<file path="src/rtl/bitslip_align_ctrl.sv">
// Word-alignment training controller for one LVDS lane: slips the lane's bitslip
// muxer until the training pattern is seen MATCH_COUNT times in a row, or gives up.
module bitslip_align_ctrl #(
  parameter int                   DATAWIDTH     = 10,
  parameter logic [DATAWIDTH-1:0] TRAINPATTERN  = 10'h3A6,
  parameter int                   SETTLE_CYCLES = 4,
  parameter int                   MATCH_COUNT   = 16
) (
  input  logic                 clk,
  input  logic                 reset_n,
  input  logic                 start,
  input  logic [DATAWIDTH-1:0] din,
  output logic                 bitslip,
  output logic                 busy,
  output logic                 locked,
  output logic                 fail,
  output logic [3:0]           slip_count
);

  localparam int WAIT_W = (SETTLE_CYCLES > 2) ? $clog2(SETTLE_CYCLES) : 1;
  localparam logic [WAIT_W-1:0] WAIT_LAST  = WAIT_W'(SETTLE_CYCLES - 1);
  localparam logic [7:0]        MATCH_LAST = 8'(MATCH_COUNT - 1);
  localparam logic [3:0]        SLIP_LAST  = 4'(DATAWIDTH - 1);

  typedef enum logic [2:0] {
    IDLE,
    SETTLE,
    CHECK,
    SLIP,
    LOCKED,
    FAIL
  } state_t;

  state_t            state_reg;
  logic [WAIT_W-1:0] wait_cnt_reg;
  logic [7:0]        match_cnt_reg;

  // Outputs are updated together with the state so they always reflect it.
  always_ff @(posedge clk or negedge reset_n) begin
    if (!reset_n) begin
      state_reg     <= IDLE;
      wait_cnt_reg  <= '0;
      match_cnt_reg <= '0;
      slip_count    <= '0;
      bitslip       <= 1'b0;
      busy          <= 1'b0;
      locked        <= 1'b0;
      fail          <= 1'b0;
    end else begin
      bitslip <= 1'b0;
      case (state_reg)
        IDLE, LOCKED, FAIL: begin
          // The current muxer rotation is the first candidate; no muxer reset.
          if (start) begin
            state_reg    <= SETTLE;
            wait_cnt_reg <= '0;
            slip_count   <= '0;
            busy         <= 1'b1;
            locked       <= 1'b0;
            fail         <= 1'b0;
          end
        end
        SETTLE: begin
          if (wait_cnt_reg == WAIT_LAST) begin
            state_reg     <= CHECK;
            match_cnt_reg <= '0;
          end else begin
            wait_cnt_reg <= wait_cnt_reg + 1'b1;
          end
        end
        CHECK: begin
          if (din == TRAINPATTERN) begin
            match_cnt_reg <= match_cnt_reg + 1'b1;
            if (match_cnt_reg == MATCH_LAST) begin
              state_reg <= LOCKED;
              busy      <= 1'b0;
              locked    <= 1'b1;
            end
          end else if (slip_count == SLIP_LAST) begin
            // One more slip would return to the starting rotation.
            state_reg     <= FAIL;
            match_cnt_reg <= '0;
            busy          <= 1'b0;
            fail          <= 1'b1;
          end else begin
            state_reg     <= SLIP;
            match_cnt_reg <= '0;
            bitslip       <= 1'b1;
          end
        end
        SLIP: begin
          state_reg    <= SETTLE;
          wait_cnt_reg <= '0;
          slip_count   <= slip_count + 1'b1;
        end
        default: begin
          state_reg <= IDLE;
          busy      <= 1'b0;
          locked    <= 1'b0;
          fail      <= 1'b0;
        end
      endcase
    end
  end

endmodule

</file>
<file path="config.mk">
export PLATFORM = sky130hd
export DESIGN_NAME = bitslip_align_ctrl
export DESIGN_NICKNAME = d
export VERILOG_FILES = /design/src/rtl/bitslip_align_ctrl.sv
export SDC_FILE = /design/constraint.sdc
export NUM_CORES = 1
export LEC_CHECK = 0
export ABC_AREA = 1
export ABC_CLOCK_PERIOD_IN_PS = 1300
export BUFFER_PORTS_ARGS = -buffer_cell sky130_fd_sc_hd__buf_4
export CAP_MARGIN = 25
export CORE_AREA = 2 2 53 55
export DETAILED_ROUTE_END_ITERATION = 10
export DIE_AREA = 0 0 55 57
export GPL_ROUTABILITY_DRIVEN = 0
export MAX_ROUTING_LAYER = met4
export PLACE_DENSITY = 0.72
export REMOVE_ABC_BUFFERS = 1
export SLEW_MARGIN = 20
export SYNTH_ARGS = -nofsm -noshare
export SYNTH_HDL_FRONTEND = slang
export SYNTH_SLANG_ARGS = --single-unit
export TNS_END_PERCENT = 5
</file>
<file path="constraint.sdc">
create_clock -name clk -period 1.3 [get_ports clk]
set_input_delay 0.13 -clock clk [delete_from_list [all_inputs] [get_ports clk]]
set_output_delay 0.13 -clock clk [all_outputs]
set_load 0.02 [all_outputs]
</file>
==> tab_implementation.tex <==
\begin{tabular}{lr}
\hline
Metric & Value \\
\hline
\multicolumn{2}{l}{\textbf{Flow run}} \\
\quad Max-Cap Viols & 0 \\
\multicolumn{2}{l}{\textbf{Pwr}} \\
\quad Leak & 0.000828 uW \\
\quad Power, Total & 2560 uW \\
\quad Peak supply drop & 1.18 mV \\
\quad Power per Cell Area & 1600 nW/um2 \\
\multicolumn{2}{l}{\textbf{Drt}} \\
\quad Drt via density & 4.88 \\
\quad WL final & 2600 um \\
\quad Average detailed-routed wire length per instance & 11.4 um \\
\quad ANT nets after route & 0 \\
\quad Detailed router's first-iteration violation count & 9 \\
\quad Total number of vias & 1113 \\
\quad DRC violation count after routing & 0 \\
\quad Detailed Routing Iterations Pass 1 & 4 \\
\multicolumn{2}{l}{\textbf{Global routing}} \\
\quad Global-route wire length before repair & 4250 um \\
\quad GR Util All Layers & 18.4\% \\
\quad Fraction of met2 tracks used by global routing & 31.0\% \\
\quad Total grt overflow & 0 \\
\quad Number of antenna violations at the first check in global routing & 0 \\
\quad M3 GR Usage & 2.36\% \\
\quad Maximum number of pins on one net before global-route repair & 22 \\
\quad Grt met1 use & 23.4\% \\
\quad Vias in the first global route & 1064 \\
\quad Most utilized layer in the global route result & met2 \\
\multicolumn{2}{l}{\textbf{Yosys}} \\
\quad Area share of the largest cell type after synthesis & 43.8\% \\
\quad Distinct cell type count of the synthesized netlist & 21 \\
\quad Sequential share of the synthesized area & 43.8\% \\
\quad Share of cell area taken by muxes after synthesis & 0\% \\
\quad Number of warnings printed during yosys synthesis & 0 \\
\quad Number of instances in the synthesized netlist & 161 \\
\quad Post-synthesis compound-gate area fraction & 8.02\% \\
\quad Simple-gate share of the synthesized area & 31.7\% \\
\quad Largest area contributor in the synthesized netlist & sky130\_fd\_sc\_hd\_\_dfrtp\_1 \\
\quad Top FF cell, synth & sky130\_fd\_sc\_hd\_\_dfrtp\_1 \\
\quad Xor and xnor area share after synthesis & 3.65\% \\
\quad Area of the mapped netlist & 1200 um2 \\
\quad Synth Area in Adders & 4.17\% \\
\quad Largest cells by area after synthesis & sky130\_fd\_sc\_hd\_\_dfrtp\_1, sky130\_fd\_sc\_hd\_\_nand2\_1, sky130\_fd\_sc\_hd\_\_inv\_1 \\
\quad Syn\_area\_per\_cell & 7.46 um2 \\
\quad FF+latch count, synth & 21 \\
\quad Async set-reset flop share out of synthesis & 100\% \\
\quad EDFF count, synth & 0 \\
\quad Main combinational cell family by area after synthesis & simple AND/OR/NAND/NOR gates \\
\multicolumn{2}{l}{\textbf{Place}} \\
\quad Placed standard-cell area & 1440 um2 \\
\quad Number of placed instances with taps included & 219 \\
\quad DP HPWL & 1930 um \\
\quad Port Buffer Count & 20 \\
\multicolumn{2}{l}{\textbf{Timing}} \\
\quad Endpoints failing setup & 0 \\
\quad Number of hold violations in the final report & 0 \\
\quad Maximum clock frequency & 786 MHz \\
\quad Setup TNS & 0 ps \\
\quad Final clock skew & 5.84 ps \\
\quad Number of pins with negative max-slew slack in the final report & 0 \\
\quad Worst-Margin Slew & 272 ps \\
\quad Hold\_ws & 67.0 ps \\
\quad Time the worst path needs with I/O delays and setup & 1270 ps \\
\quad Relative slew slack & 81.9\% \\
\quad Tcrit/Tclk final & 97.9\% \\
\quad Setup repair after global routing missed its margin & yes \\
\multicolumn{2}{l}{\textbf{CTS}} \\
\quad Clock latency on the worst-skew pair & 300 ps \\
\quad CTS tree & done \\
\quad H-tree Lvls & 1 \\
\quad Root buffer cell & sky130\_fd\_sc\_hd\_\_clkbuf\_4 \\
\quad Total number of clock tree sinks & 21 \\
\quad Clock slew seen by the registers of the worst setup and hold paths & 130 ps \\
\quad Clock Tree Buf Depth & 2 \\
\quad TritonCTS buffer count & 3 \\
\multicolumn{2}{l}{\textbf{Cells and area}} \\
\quad Layout area overhead & 33.3\% \\
\quad Filler-free cell count of the finished design & 228 \\
\quad Final design area excluding fillers & 1600 um2 \\
\quad Number of flip-flops in the largest register & 8 \\
\quad Antenna diode count & 0 \\
\quad Share of post-route cells with drive strength above 1 & 33.0\% \\
\quad NumNets Final & 215 \\
\multicolumn{2}{l}{\textbf{Worst setup path}} \\
\quad Worst-path cell chain & ha\_4 -> nand3\_4 -> nor2\_4 -> nor2\_4 -> nand2\_2 -> nand2\_4 -> inv\_2 -> nand2\_1 -> nand2\_1 \\
\quad Critical path launch point type & register \\
\quad Endpoint type of the worst setup path & register \\
\quad Data arrival at the endpoint of the critical path & 1490 ps \\
\quad Required time at the worst-slack endpoint & 1510 ps \\
\quad Family with the most delay on the worst path & simple AND/OR/NAND/NOR gates \\
\quad Standard cell with the maximum stage delay on the critical path & sky130\_fd\_sc\_hd\_\_dfrtp\_1 \\
\quad Worst path bufs/invs & 1 \\
\quad Type of the worst setup path & reg2reg \\
\quad Crit path max fanout & 5 \\
\quad Slowest Stage Delay on Critical Path & 430 ps \\
\multicolumn{2}{l}{\textbf{Die}} \\
\quad Effective utilization at floorplan & 45.9\% \\
\quad Die Ht & 57 um \\
\quad Placeable Area & 2620 um2 \\
\quad Floorplan die width & 55 um \\
\quad I/O pins & 21 \\
\quad Num rows & 19 \\
\quad Overall die area & 3140 um2 \\
\multicolumn{2}{l}{\textbf{Min path}} \\
\quad Type of the worst min-delay path & in2reg \\
\multicolumn{2}{l}{\textbf{Run status}} \\
\quad Status & complete, no violations \\
\hline
\end{tabular}
[cells by family after synthesis]
| logic type | count (synthesis) |
|---|---|
| and+or+nand+nor | 86 |
| buffers and inverters | 28 |
| DFF | 21 |
| AOI/OAI and AO/OA | 17 |
| xor gates and xnor gates | 5 |
| adders and majority gates | 4 |
[cell type report]
type | count | area (um2)
Clock buffer | 3 | 22.5
Clock inverter | 1 | 5.00
Fill cell | 246 | 1010
Inverter | 28 | 105
Multi-Input combinational cell | 112 | 656
Sequential cell | 21 | 528
Tap cell | 31 | 38.8
Timing Repair Buffer | 32 | 246
[tightest hold or removal path, cell delays in order]
cell                      delay, ps
sky130_fd_sc_hd__buf_4           90
sky130_fd_sc_hd__nand2_1         60
sky130_fd_sc_hd__nand2_1         70
[Yosys cell counts (2+ instances only)]
master / count
sky130_fd_sc_hd__o22ai_1: 4
sky130_fd_sc_hd__a21oi_1: 2
sky130_fd_sc_hd__nand2_1: 46
sky130_fd_sc_hd__xor2_1: 4
sky130_fd_sc_hd__nor2_1: 18
sky130_fd_sc_hd__nand3_2: 2
sky130_fd_sc_hd__nand2_2: 4
sky130_fd_sc_hd__o21ai_0: 6
sky130_fd_sc_hd__inv_2: 2
sky130_fd_sc_hd__nand3_1: 9
sky130_fd_sc_hd__o21ai_1: 3
sky130_fd_sc_hd__dfrtp_1: 21
sky130_fd_sc_hd__inv_1: 26
sky130_fd_sc_hd__nor2_2: 4
sky130_fd_sc_hd__ha_1: 4
[per-stage QoR]
step,utilization [%],worst slack (ps)
2_1_floorplan,-,6.68
3_3_place_gp,55.2,16.3
6_report,61.2,27.2
3_5_place_dp,55.2,-5.29
5_1_grt,61.2,-43.5
4_1_cts,57.0,8.61
[where the power goes]
| part | internal [uW] | total [uW] | switching, uW | leakage, uW |
|---|---|---|---|---|
| logic | 522 | 1280 | 761 | 0.000532 |
| clock network | 115 | 321 | 206 | 0.0000177 |
| registers | 815 | 958 | 143 | 0.000278 |
[final timing paths]
kind	start	to	slack (ps)	cells after the start
min in group asynchronous	reset_n	busy	230	2
max in group asynchronous	reset_n	state_reg[1]	840	2
worst min register to register	wait_cnt_reg[1]	wait_cnt_reg[1]	490	2
worst max-delay path	match_cnt_reg[0]	state_reg[0]	30	9
worst min-delay path	start	busy	70	3
worst max register to register	match_cnt_reg[0]	state_reg[0]	30	9
[what timing repair did]
item	4_1_cts	5_1_grt
pin swaps	0	10
hold endpoints to repair	21	0
setup endpoints to repair	6	16
hold buffers	1	0
gates resized for setup	3	23
buffers inserted	0	4
[layout by cell type (no fill, tap or decap), types with 3 or more instances in the layout]
| cell | instances |
|---|---|
| sky130_fd_sc_hd__nand2_2 | 6 |
| sky130_fd_sc_hd__o22ai_1 | 4 |
| sky130_fd_sc_hd__nand3_1 | 8 |
| sky130_fd_sc_hd__dfrtp_1 | 19 |
| sky130_fd_sc_hd__nor2_1 | 15 |
| sky130_fd_sc_hd__clkbuf_4 | 3 |
| sky130_fd_sc_hd__o21ai_0 | 6 |
| sky130_fd_sc_hd__inv_2 | 6 |
| sky130_fd_sc_hd__ha_1 | 3 |
| sky130_fd_sc_hd__nor2_4 | 6 |
| sky130_fd_sc_hd__o21ai_1 | 3 |
| sky130_fd_sc_hd__nand2_1 | 42 |
| sky130_fd_sc_hd__buf_4 | 30 |
| sky130_fd_sc_hd__inv_1 | 22 |
| sky130_fd_sc_hd__xor2_1 | 3 |
[metal layers]
metal  routed length [um]  vias to the layer above
li1                     -                      573
met1                 1090                      516
met2                 1420                       16
met3                   54                        8
met4                   27                        0
met5                    0                        -
(Power assumes the default switching activity.)
